--- config.mk ---
export PLATFORM = sky130hd
export DESIGN_NAME = pin_test_array
export DESIGN_NICKNAME = d
export VERILOG_FILES = /design/src/rtl/pin_test_array.sv
export SDC_FILE = /design/constraint.sdc
export NUM_CORES = 1
export LEC_CHECK = 0
export BUFFER_PORTS_ARGS = -buffer_cell sky130_fd_sc_hd__buf_4
export CORE_ASPECT_RATIO = 1.1
export CORE_UTILIZATION = 40
export CTS_BUF_LIST = sky130_fd_sc_hd__clkbuf_8
export DETAILED_ROUTE_END_ITERATION = 8
export PLACE_DENSITY = 0.6
export SYNTH_ARGS = -nofsm -noshare
export SYNTH_HDL_FRONTEND = slang
export SYNTH_SLANG_ARGS = --single-unit
--- constraint.sdc ---
create_clock -name clk -period 6 [get_ports clk]
set_input_delay 1.2 -clock clk [delete_from_list [all_inputs] [get_ports clk]]
set_output_delay 1.2 -clock clk [all_outputs]
set_load 0.05 [all_outputs]
--- src/rtl/pin_test_array.sv ---
// WIDTH-channel pin test block: synchronised inverting path plus a start-triggered
// walking-one / LFSR pattern engine with a loopback check and saturating error count.
module pin_test_array #(
  parameter int unsigned WIDTH       = 8,
  parameter int unsigned SYNC_STAGES = 2,
  parameter int unsigned RUN_LEN     = 64,
  parameter int unsigned CNT_W       = 8,
  parameter logic [31:0] LFSR_SEED   = 32'hACE1_0001
) (
  input  logic             clk,
  input  logic             rst_n,
  input  logic [WIDTH-1:0] in_i,
  input  logic [1:0]       mode_i,
  input  logic             start_i,
  output logic [WIDTH-1:0] out_o,
  output logic [WIDTH-1:0] tied_to_one_o,
  output logic             busy_o,
  output logic             done_o,
  output logic [CNT_W-1:0] err_count_o,
  output logic             err_sat_o
);

  typedef enum logic [1:0] {S_IDLE = 2'd0, S_RUN = 2'd1, S_DONE = 2'd2} state_t;

  localparam logic [1:0]       M_WALK    = 2'b01;
  localparam logic [1:0]       M_LFSR    = 2'b10;
  localparam logic [1:0]       M_CHECK   = 2'b11;
  localparam logic [31:0]      LAST_CNT  = 32'(RUN_LEN - 1);
  localparam logic [31:0]      FILL_CNT  = 32'(SYNC_STAGES + 1);
  localparam logic [CNT_W-1:0] ERR_MAX   = '1;
  localparam logic [WIDTH-1:0] WALK_INIT = WIDTH'(1);

  state_t                             state_q;
  logic [1:0]                         mode_q;
  logic [31:0]                        cnt_q;
  logic [31:0]                        lfsr_q;
  logic [WIDTH-1:0]                   walk_q;
  logic [WIDTH-1:0]                   out_q;
  logic                               busy_q;
  logic                               done_q;
  logic [CNT_W-1:0]                   err_q;
  logic                               err_sat_q;
  logic [SYNC_STAGES:0][WIDTH-1:0]    dly_q;

  logic [WIDTH-1:0] in_s;
  logic [WIDTH-1:0] out_d;
  logic [WIDTH-1:0] walk_rot;
  logic [31:0]      lfsr_adv;
  logic [CNT_W-1:0] err_inc;
  logic             start_acc;
  logic             run_last;
  logic             mismatch;

  genvar gi;
  generate
    for (gi = 0; gi < WIDTH; gi++) begin : g_sync
      logic [SYNC_STAGES-1:0] sh_q;
      if (SYNC_STAGES == 1) begin : g_one
        always_ff @(posedge clk or negedge rst_n) begin
          if (!rst_n) sh_q <= '0;
          else        sh_q <= in_i[gi];
        end
      end else begin : g_multi
        always_ff @(posedge clk or negedge rst_n) begin
          if (!rst_n) sh_q <= '0;
          else        sh_q <= {sh_q[SYNC_STAGES-2:0], in_i[gi]};
        end
      end
      assign in_s[gi] = sh_q[SYNC_STAGES-1];
    end
  endgenerate

  always_comb begin
    start_acc = start_i && (state_q != S_RUN);
    run_last  = (cnt_q == LAST_CNT);
    walk_rot  = {walk_q[WIDTH-2:0], walk_q[WIDTH-1]};
    lfsr_adv  = {lfsr_q[30:0], lfsr_q[31] ^ lfsr_q[21] ^ lfsr_q[1] ^ lfsr_q[0]};
    err_inc   = err_q + CNT_W'(1);
    // The oldest delay-line entry is what a loopback pin shows after the synchroniser.
    mismatch  = (state_q == S_RUN) && (mode_q == M_CHECK) && (cnt_q >= FILL_CNT) &&
                (in_s != dly_q[SYNC_STAGES]);
    out_d     = ~in_s;
    case (state_q)
      S_RUN: begin
        if (run_last) begin
          out_d = '0;
        end else begin
          case (mode_q)
            M_WALK:          out_d = walk_rot;
            M_LFSR, M_CHECK: out_d = lfsr_adv[WIDTH-1:0];
            default:         out_d = ~in_s;
          endcase
        end
      end
      default: begin
        if (start_acc) begin
          case (mode_i)
            M_WALK:          out_d = WALK_INIT;
            M_LFSR, M_CHECK: out_d = LFSR_SEED[WIDTH-1:0];
            default:         out_d = ~in_s;
          endcase
        end else if (state_q == S_DONE) begin
          out_d = '0;
        end
      end
    endcase
  end

  always_ff @(posedge clk or negedge rst_n) begin
    if (!rst_n) begin
      state_q   <= S_IDLE;
      mode_q    <= 2'b00;
      cnt_q     <= '0;
      lfsr_q    <= LFSR_SEED;
      walk_q    <= WALK_INIT;
      out_q     <= '0;
      busy_q    <= 1'b0;
      done_q    <= 1'b0;
      err_q     <= '0;
      err_sat_q <= 1'b0;
    end else begin
      out_q <= out_d;
      case (state_q)
        S_RUN: begin
          cnt_q  <= cnt_q + 32'd1;
          lfsr_q <= lfsr_adv;
          walk_q <= walk_rot;
          if (mismatch && (err_q != ERR_MAX)) begin
            err_q <= err_inc;
            if (err_inc == ERR_MAX) err_sat_q <= 1'b1;
          end
          if (run_last) begin
            state_q <= S_DONE;
            busy_q  <= 1'b0;
            done_q  <= 1'b1;
          end
        end
        default: begin
          if (start_acc) begin
            state_q   <= S_RUN;
            mode_q    <= mode_i;
            cnt_q     <= '0;
            lfsr_q    <= LFSR_SEED;
            walk_q    <= WALK_INIT;
            busy_q    <= 1'b1;
            done_q    <= 1'b0;
            err_q     <= '0;
            err_sat_q <= 1'b0;
          end
        end
      endcase
    end
  end

  always_ff @(posedge clk or negedge rst_n) begin
    if (!rst_n) dly_q <= '0;
    else        dly_q <= {dly_q[SYNC_STAGES-1:0], out_d};
  end

  assign out_o         = out_q;
  assign tied_to_one_o = '1;
  assign busy_o        = busy_q;
  assign done_o        = done_q;
  assign err_count_o   = err_q;
  assign err_sat_o     = err_sat_q;

endmodule

======== Word level (Yosys, flattened, before mapping) ========
Cells that the tools add are included.
cells by class
  multiplexer cells ....................... 27
  bitwise operators ....................... 5
  magnitude comparators ................... 1
  equal/unequal tests ..................... 16
  reduce and logical (&&, ||, !) cells .... 12
  $add $sub $neg .......................... 2
operator list
  kind                                                  number
  two-way mux 32 bit                                    4
  two-way mux 8 bit                                     10
  adder 32 x 1 -> 32 bit, second input constant         1
  == test 32 x 6 -> 1 bit, second input constant        1
  >= comparator 32 x 2 -> 1 bit, second input constant  1
  one-hot mux 8 bit (2 select lines)                    1
  == test 2 bit, second input constant                  5
  two-way mux 1 bit                                     9
  adder 8 x 1 -> 8 bit, second input constant           1
  == test 8 bit, second input constant                  1
  != test 8 bit                                         1
  != test 8 bit, second input constant                  1
  inverter 8 bit                                        1
  == test 2 x 1 -> 1 bit, second input constant         3
  two-way mux 2 bit                                     3
  != test 2 x 1 -> 1 bit, second input constant         3
  AND reduction 2 bit                                   3
  logical AND 1 bit                                     5
  AND reduction 3 bit                                   1
  OR reduction 3 bit                                    1
  XOR 1 bit                                             3
  != test 2 bit, second input constant                  1
  nonzero test 2 bit                                    1
  OR reduction 2 bit                                    1
  inverter 1 bit                                        1
word-level totals
  register bits ........................... 127
  logic and storage cells ................. 83
  input bits .............................. 13

======== Logic depth before layout (Yosys ltp) ========
Gate-level depths: netlist (run 1).
  depth in word-level cells ............... 7
  depth in mapped cells ................... 7

======== Least setup slack after synthesis (run 1) ========
No wires, ideal clock.
  kind .................................... register to register
  start point ............................. register err_q[0], in the netlist err_count_o[0]
  end point ............................... register err_q[3], in the netlist err_count_o[3]
  cell stages (with the launch flop) ...... 8
  setup slack ............................. 3733 ps
  path buffers ............................ 1
  data arrival time ....................... 2141 ps
  required time ........................... 5874 ps
  library setup time ...................... 126 ps
  path through ............................ dfrtp_1 ha_1 and3_1 nand3_1 o221ai_2 buf_2 nor4_1 a311o_1
between the ends
  word-level cells in the longest chain between the ends .. 4
RTL lines
  item                                                          RTL line  text
  start, declared                                               41        logic [CNT_W-1:0] err_q;
  start signal, assigned                                        129       err_q <= err_inc;
  branches (longest 4 deep; another with adder 8 x 1 -> 8 bit)  n/a
Several ways; the timed one is not identified. The select of a mux whose other input is x is not followed.
A chain may end at the register's enable or synchronous reset.

======== Final worst setup path (run 1) ========
  start point ............................. register state_q[1]
  end point ............................... register err_q[6], in the netlist err_count_o[6]
between the ends
  word-level cells in the longest chain between the ends .. 7
RTL lines
  item                              RTL line  text
  start, declared                   33        state_t state_q;
  start signal, assigned            111       state_q <= S_IDLE;
  start signal, assigned            133       state_q <= S_DONE;
  start signal, assigned            140       state_q <= S_RUN;
  == test 2 x 1 -> 1 bit            80, 123
  logical AND 1 bit (3 in a row)    80        mismatch = (state_q == S_RUN) && (mode_q == M_CHECK) && (cnt_q >= FILL_CNT) &&
  logical AND 1 bit                 128       if (mismatch && (err_q != ERR_MAX)) begin
  != test 2 x 1 -> 1 bit (no line)  n/a
  AND reduction 2 bit (no line)     n/a
Parallel ways exist; a longest one is shown, timed or not.

==> impl_summary.log, run 1 <==
INFO  metric worst_r2r_path_depth = 6
INFO  metric postCtsResizedCells = 0
INFO  metric antenna_found_initial = 0
INFO  metric crit-reg2reg-launch = state_q[1]
INFO  metric grt_pass1_vias = 4084
INFO  metric slew_headroom = 42.42%
INFO  metric drv_cap = 0
INFO  metric grt_pass1_wl = 19.60 mm
INFO  metric cp-start-kind = flip-flop
INFO  metric std_cell_rows = 44
INFO  metric cts.reportedPaths.clkPinSlew = 80 ps
INFO  metric synth.yosys.warnings = 0
INFO  metric powerDensity = 413.4 nW/um^2
INFO  metric synth_ff_type = sky130_fd_sc_hd__dfrtp_1
INFO  metric period_needed = 2480 ps
INFO  metric crit_buf_inv = 1
INFO  metric netlist_instances = 550
INFO  metric hold-path-endpoint = g_sync[0].sh_q[1]
INFO  metric syn-mean-instance-area = 10.08 sq um
INFO  metric gp_congestion = 0.7510
INFO  metric worst_ep_required_time = 6320 ps
INFO  metric worst_ir_drop_vdd = 0.1799 mV
INFO  metric cts_inserted_buffers = 17
INFO  metric design.portCount = 40
INFO  metric global_route.usage.total = 17.36%
INFO  metric ranking_of_synthesized_cells_by_instance_count = sky130_fd_sc_hd__nand2_1, sky130_fd_sc_hd__dfrtp_1, sky130_fd_sc_hd__o21ai_0
INFO  metric htree_levels = 4
INFO  metric floorplan.initialDensity = 41.46%
INFO  metric critPathCaptureType = flip-flop
INFO  metric fmax = 0.4032 GHz
INFO  metric slowest_stage = sky130_fd_sc_hd__dfrtp_1
INFO  metric timing_worst_slew_pin_value = 863.6 ps
INFO  metric final_min_period_over_clock_period = 41.34%
INFO  metric post_synth_num_cell_types = 46
INFO  metric cts-hold-fix-buffers = 0
INFO  metric grt_overflow = 0
INFO  metric vias_per_cell = 5.177
INFO  metric power.static_leakage = 2.789 nW
INFO  metric finalSetupTns = 0 ps
INFO  metric synth.yosys.seq_area_share = 56.62%
INFO  metric final_net_count = 583
INFO  metric postRouteWirelength = 11.08 mm
INFO  metric clk_root_buffer_cell = sky130_fd_sc_hd__clkbuf_8
INFO  metric run_status = finished, final reports clean
INFO  metric min_from = g_sync[0].sh_q[0]
INFO  metric critical_path.reg2reg.endpoint = err_count_o[6]
INFO  metric numPortBuffers = 31
INFO  metric drt_pass1_iterations = 5
INFO  metric die-area = 14340 sq um
INFO  metric critical_path_start_end_classification = flip-flop to flip-flop
INFO  metric slew_viol_final = 0
INFO  metric worst_setup_skew_after_layout = 14.59 ps
INFO  metric drive_gt1_share = 14.83%
INFO  metric timing.final.ws_setup = 3520 ps
INFO  metric path_delay_family = simple AND/OR/NAND/NOR gates
INFO  metric async_flop_share = 100.0%
INFO  metric timing.critical_path.slowest_cell_delay = 450 ps
INFO  metric ys_seq_elements = 125
INFO  metric routed_wire_length_per_instance = 14.50 microns
INFO  metric die_h = 125.5 microns
INFO  metric timing.final.setup_violations = 0
INFO  metric grt_max_degree = 70
INFO  metric crit_arrival = 2800 ps
INFO  metric place.detailed.hpwl = 6.870 mm
INFO  metric post-synth-top-count-cell = sky130_fd_sc_hd__nand2_1
INFO  metric yosysTopAreaCell = sky130_fd_sc_hd__dfrtp_1
INFO  metric yosysTopAreaCellShare = 51.88%
INFO  metric worst-path-max-fanout = 50
INFO  metric syn2layout_area_growth = 12.16%
INFO  metric postRouteAntennaNets = 0
INFO  metric postCtsSetupRepairBufs = 0
INFO  metric core = 13380 sq um
INFO  metric pre_cts_ws = 3277 ps
INFO  metric unrepaired_setup_endpoints_after_global_routing = false
INFO  metric hold_path_depth = 0
INFO  metric die_outline_width = 114.3 microns
INFO  metric timing.reg2reg.setup_slack = 3520 ps
INFO  metric clk_path_buf_depth = 2
INFO  metric dr_total_vias = 3955
INFO  metric route.detailed.drc = 0
INFO  metric critical_path_cell_list = and2b_1, buf_4, and3_1, o221ai_2, or2_1, a311o_1
INFO  metric synth_top_cells_by_area = sky130_fd_sc_hd__dfrtp_1, sky130_fd_sc_hd__nand2_1, sky130_fd_sc_hd__dfstp_2
INFO  metric syn_area = 5547 sq um
INFO  metric drt-initial-drc-count = 331
INFO  metric insertion_delay = 440 ps
INFO  metric cts_tree = built
INFO  metric min-delay-path-class = flip-flop to flip-flop
INFO  metric hold_slack = 350.0 ps
INFO  metric cts.sink_count = 125
INFO  metric synth-edff-count = 0
INFO  metric number_of_diodes = 0
INFO  metric timing.final.hold_violations = 0
[layer usage]
metal | track usage, % | up-vias | part of all wire [%]
li1 | - | 1930 | -
met1 | 22.39 | 1951 | 47
met2 | 28.27 | 65 | 49
met3 | 4.217 | 9 | 3.3
met4 | 6.341 | 0 | 1.1
met5 | 0 | - | 0
[area by class of cell]
class	count	area [sq um]
fillers	1288	7157
flip-flops and latches	125	3141
multi-input cells	382	2158
repair buffers	35	262.8
clock buffers	18	247.7
well taps	184	230.2
clock inverters	14	158.9
inverters	6	22.52
[power by group]
| group | internal, mW | switching, mW |
|---|---|---|
| combinational | 0.200 | 0.328 |
| sequential | 1.10 | 0.197 |
| clock | 0.387 | 0.362 |
[flip-flops by register name, summed over array words and instances, names as in the netlist, 2 cells and up]
| register | flops |
|---|---|
| cnt_q | 32 |
| lfsr_q | 32 |
| dly_q | 24 |
| g_sync.sh_q | 16 |
| err_count_o | 8 |
| walk_q | 8 |
| mode_q | 2 |
| state_q | 2 |
[layout by cell type (no fill, tap or decap), drive strengths merged, types with 2 or more instances in the layout]
| cell | synthesis | routed |
|---|---|---|
| nand3 | 20 | 20 |
| nand2b | 6 | 6 |
| o21ai | 41 | 41 |
| and3 | 14 | 14 |
| inv | 6 | 10 |
| conb | 1 | 8 |
| a211oi | 3 | 3 |
| mux2 | 2 | 2 |
| a311o | 2 | 2 |
| nand3b | 32 | 32 |
| clkinvlp | 0 | 2 |
| buf | 23 | 35 |
| nand2 | 130 | 130 |
| ha | 3 | 3 |
| xnor2 | 10 | 10 |
| dfstp | 10 | 10 |
| and2 | 2 | 2 |
| a31oi | 2 | 2 |
| clkbuf | 21 | 18 |
| a21oi | 8 | 8 |
| nor4 | 10 | 10 |
| clkinv | 0 | 6 |
| dfrtp | 115 | 115 |
| o211ai | 19 | 19 |
| o31ai | 16 | 16 |
| nor3 | 3 | 3 |
| a31o | 3 | 3 |
| nor2 | 14 | 14 |
| xor2 | 4 | 4 |
| o221ai | 2 | 2 |
| nand4 | 8 | 8 |
| bufinv | 0 | 2 |
| and4 | 3 | 3 |
| mux2i | 7 | 7 |
[per-stage QoR]
stage | util, % | power, mW | std cells | instance area [sq um]
final | 46.50 | 2.572 | 764 | 6221
after detailed placement | 43.46 | 1.845 | 732 | 5814
after floorplan | - | 1.700 | 557 | 5573
after CTS | 46.50 | 2.603 | 764 | 6221
after global routing | 46.50 | 2.741 | 764 | 6221
after global placement | 43.46 | 1.823 | 732 | 5814
[how the worst max path moves through the flow]
| stage | from | endpoint | slack [ps] | cells past startpoint |
|---|---|---|---|---|
| after floorplan | err_count_o[0] | err_count_o[3] | 3730 | 7 |
| after global placement | rst_n | cnt_q[28] | 3330 | 2 |
| after detailed placement | rst_n | g_sync[4].sh_q[0] | 3280 | 2 |
| after CTS | state_q[1] | err_count_o[3] | 3490 | 6 |
| after global routing | state_q[1] | err_count_o[6] | 3360 | 6 |
| final | state_q[1] | err_count_o[6] | 3520 | 6 |
[logic make-up (layout without fill, tap and decap cells)]
| logic type | after synthesis | after routing | synth area share [%] |
|---|---|---|---|
| compound gates | 101 | 101 | 11.84 |
| simple gates | 247 | 247 | 21.97 |
| buf+inv | 50 | 73 | 4.940 |
| mux | 9 | 9 | 1.669 |
| other cells | 1 | 8 | 0.06761 |
| xor+xnor | 14 | 14 | 2.211 |
| flops | 125 | 125 | 56.62 |
| fa+ha+maj | 3 | 3 | 0.6768 |
(Power assumes the default switching activity.)
==> inputs of run 2 (changes only) <==
==> constraint.sdc (replaced) <==
create_clock -name clk -period 2.3 [get_ports clk]
set_input_delay 0.46 -clock clk [delete_from_list [all_inputs] [get_ports clk]]
set_output_delay 0.46 -clock clk [all_outputs]
set_load 0.05 [all_outputs]
==> impl_summary.log, run 2 (synthesis results as in run 1) <==
INFO  metric internal_dissipation = 4.397 mW (was 1.686 mW)
INFO  metric slew_headroom = 53.97% (was 42.42%)
INFO  metric layout.core_utilization = 46.88% (was 46.50%)
INFO  metric htree_levels = 4 (unchanged)
INFO  metric powerDensity = 1064 nW/um^2 (was 413.4 nW/um^2)
INFO  metric final_min_period_over_clock_period = 89.94% (was 41.34%)
INFO  metric area.sequential = 3141 sq um (unchanged)
INFO  metric crit-reg2reg-launch = err_count_o[1] (was state_q[1])
INFO  metric dr_total_vias = 3959 (was 3955)
INFO  metric clk_root_buffer_cell = sky130_fd_sc_hd__clkbuf_8 (unchanged)
INFO  metric finish.instance_area = 6271 sq um (was 6221 sq um)
INFO  metric critical_path_start_end_classification = flip-flop to flip-flop (unchanged)
INFO  metric grt_pass1_wl = 18.70 mm (was 19.60 mm)
INFO  metric postRouteAntennaNets = 0 (unchanged)
INFO  metric psw = 2.276 mW (was 886.4 uW)
INFO  metric cp-start-kind = flip-flop (unchanged)
INFO  metric drt-initial-drc-count = 294 (was 331)
INFO  metric multi_input_area = 2158 sq um (unchanged)
INFO  metric design.portCount = 40 (unchanged)
INFO  metric postRouteWirelength = 10.65 mm (was 11.08 mm)
INFO  metric worst_setup_skew_after_layout = 9.002 ps (was 14.59 ps)
INFO  metric postCtsSetupRepairBufs = 0 (unchanged)
INFO  metric mostFrequentLayoutCell = sky130_fd_sc_hd__nand2_1 (unchanged)
INFO  metric layout.cells.most_common_list = sky130_fd_sc_hd__nand2_1, sky130_fd_sc_hd__dfrtp_1, sky130_fd_sc_hd__o21ai_0, sky130_fd_sc_hd__buf_4, sky130_fd_sc_hd__nand3b_1 (unchanged)
INFO  metric fill_cells = 1266 (was 1288)
INFO  metric gp_congestion = 0.7550 (was 0.7510)
INFO  metric route.detailed.drc = 0 (unchanged)
INFO  metric std_cell_rows = 44 (unchanged)
INFO  metric clk_path_buf_depth = 2 (unchanged)
INFO  metric clkPwrFrac = 28.4% (was 29.1%)
INFO  metric period_needed = 2069 ps (was 2480 ps)
INFO  metric syn2layout_area_growth = 13.06% (was 12.16%)
INFO  metric cts-hold-fix-buffers = 0 (unchanged)
INFO  metric worst-path-max-fanout = 8 (was 50)
INFO  metric timing.reg2reg.setup_slack = 230 ps (was 3520 ps)
INFO  metric timing.final.ws_setup = 231.3 ps (was 3520 ps)
INFO  metric core = 13380 sq um (unchanged)
INFO  metric floorplan.initialDensity = 41.46% (unchanged)
INFO  metric grt_overflow = 0 (unchanged)
INFO  metric final_net_count = 588 (was 583)
INFO  metric cts.reportedPaths.clkPinSlew = 80 ps (about the same)
INFO  metric die-area = 14340 sq um (unchanged)
INFO  metric cts_inserted_buffers = 17 (unchanged)
INFO  metric grt_pass1_vias = 3839 (was 4084)
INFO  metric dpl_cell_area = 5877 sq um (was 5814 sq um)
INFO  metric finalSetupTns = 0 ps (unchanged)
INFO  metric design_power_total = 6.673 mW (was 2.572 mW)
INFO  metric die_h = 125.5 microns (unchanged)
INFO  metric worst_r2r_path_depth = 6 (unchanged)
INFO  metric timing_worst_slew_pin_value = 687.3 ps (was 863.6 ps)
INFO  metric power.static_leakage = 2.825 nW (was 2.789 nW)
INFO  metric global_route.usage.total = 16.50% (was 17.36%)
INFO  metric die_outline_width = 114.3 microns (unchanged)
INFO  metric combinationalPowerShare = 21.5% (was 20.5%)
INFO  metric routed_wire_length_per_instance = 13.85 microns (was 14.50 microns)
INFO  metric antenna_found_initial = 0 (unchanged)
INFO  metric cts.sink_count = 125 (unchanged)
INFO  metric min-delay-path-class = primary input to asynchronous set/reset pin (was flip-flop to flip-flop)
INFO  metric drt_pass1_iterations = 4 (was 5)
INFO  metric timing.final.setup_violations = 0 (unchanged)
INFO  metric slew_viol_final = 0 (unchanged)
INFO  metric vias_per_cell = 5.148 (was 5.177)
INFO  metric largest_registers = cnt_q: 32 flops, lfsr_q: 32 flops, dly_q: 24 flops (unchanged)
INFO  metric cts_tree = built (unchanged)
INFO  metric insertion_delay = 420 ps (was 440 ps)
INFO  metric fmax = 0.4834 GHz (was 0.4032 GHz)
INFO  metric place.detailed.hpwl = 6.726 mm (was 6.870 mm)
INFO  metric critical_path.reg2reg.endpoint = err_count_o[3] (was err_count_o[6])
INFO  metric drv_cap = 0 (unchanged)
INFO  metric critPathCaptureType = flip-flop (unchanged)
INFO  metric pwr-share-seq = 50.1% (was 50.3%)
INFO  metric numPortBuffers = 31 (unchanged)
INFO  metric unrepaired_setup_endpoints_after_global_routing = false (unchanged)
INFO  metric timing.final.hold_violations = 0 (unchanged)
INFO  metric run_status = finished, final reports clean (unchanged)
INFO  metric pre_cts_ws = 243.3 ps (was 3277 ps)
INFO  metric grt_max_degree = 70 (unchanged)
INFO  metric number_of_diodes = 0 (unchanged)
INFO  metric worst_ir_drop_vdd = 0.5961 mV (was 0.1799 mV)
INFO  metric worst_ep_required_time = 2610 ps (was 6320 ps)
INFO  metric drive_gt1_share = 15.38% (was 14.83%)
INFO  metric crit_arrival = 2380 ps (was 2800 ps)
INFO  metric power_switching_share = 34.10% (was 34.46%)
INFO  metric postCtsResizedCells = 0 (unchanged)
-- run 2: cell types whose count changed in the layout (fill, tap and decap cells not counted), sizes merged --
cell,change
clkinv,-2
inv,+4
clkinvlp,-1
buf,+5
clkbuf,-1
-- run 2: layer usage --
layer	track usage [%]	part of all wire, %	vias to the layer above
met4	5.118	0.79	0
li1	-	-	1946
met1	22.82	50	1951
met2	24.35	46	54
met5	0	0	-
met3	5.623	2.9	8
-- run 2: power groups by stage --
stage | clock network [mW] | registers (mW) | logic, mW
final | 1.89 | 3.34 | 1.43
after global routing | 2.06 | 3.44 | 1.62
after CTS | 1.95 | 3.35 | 1.46
after detailed placement | 0 | 3.38 | 1.46
after global placement | 0 | 3.36 | 1.42
after floorplan | 0 | 3.35 | 1.09
-- run 2: worst max path at each step --
| stage | startpoint | endpoint | slack, ps | depth (start not counted) |
|---|---|---|---|---|
| floorplan | err_count_o[0] | err_count_o[3] | 30 | 7 |
| global placement | err_count_o[1] | err_count_o[6] | 290 | 6 |
| detailed placement | err_count_o[1] | err_count_o[3] | 240 | 6 |
| CTS | err_count_o[1] | err_count_o[6] | 220 | 6 |
| global route | cnt_q[0] | dly_q[6] | 90 | 7 |
| finish | err_count_o[1] | err_count_o[3] | 230 | 6 |
-- run 2: final cells by class --
cell class              count  area share (%)
flip-flops and latches    125           50.08
multi-input cells         382           34.42
repair buffers             40           5.188
clock buffers              17           3.731
well taps                 184           3.671
clock inverters            15           2.554
inverters                   6          0.3591
-- run 2: critical path: stages, from the launching register on --
cell and delay, ps:
sky130_fd_sc_hd__dfrtp_1 460, sky130_fd_sc_hd__ha_1 250, sky130_fd_sc_hd__and3_1 210, sky130_fd_sc_hd__nand3_1 180, sky130_fd_sc_hd__o221ai_2 130, sky130_fd_sc_hd__or2_1 330
sky130_fd_sc_hd__a311o_1 390
-- run 2: per-stage QoR --
stage / hold slack, ps / cells
after floorplan: 164.4 / 557
after global placement: 332.2 / 737
after detailed placement: 334.7 / 737
after CTS: 11.71 / 769
after global routing: 13.27 / 769
final: 17.40 / 769
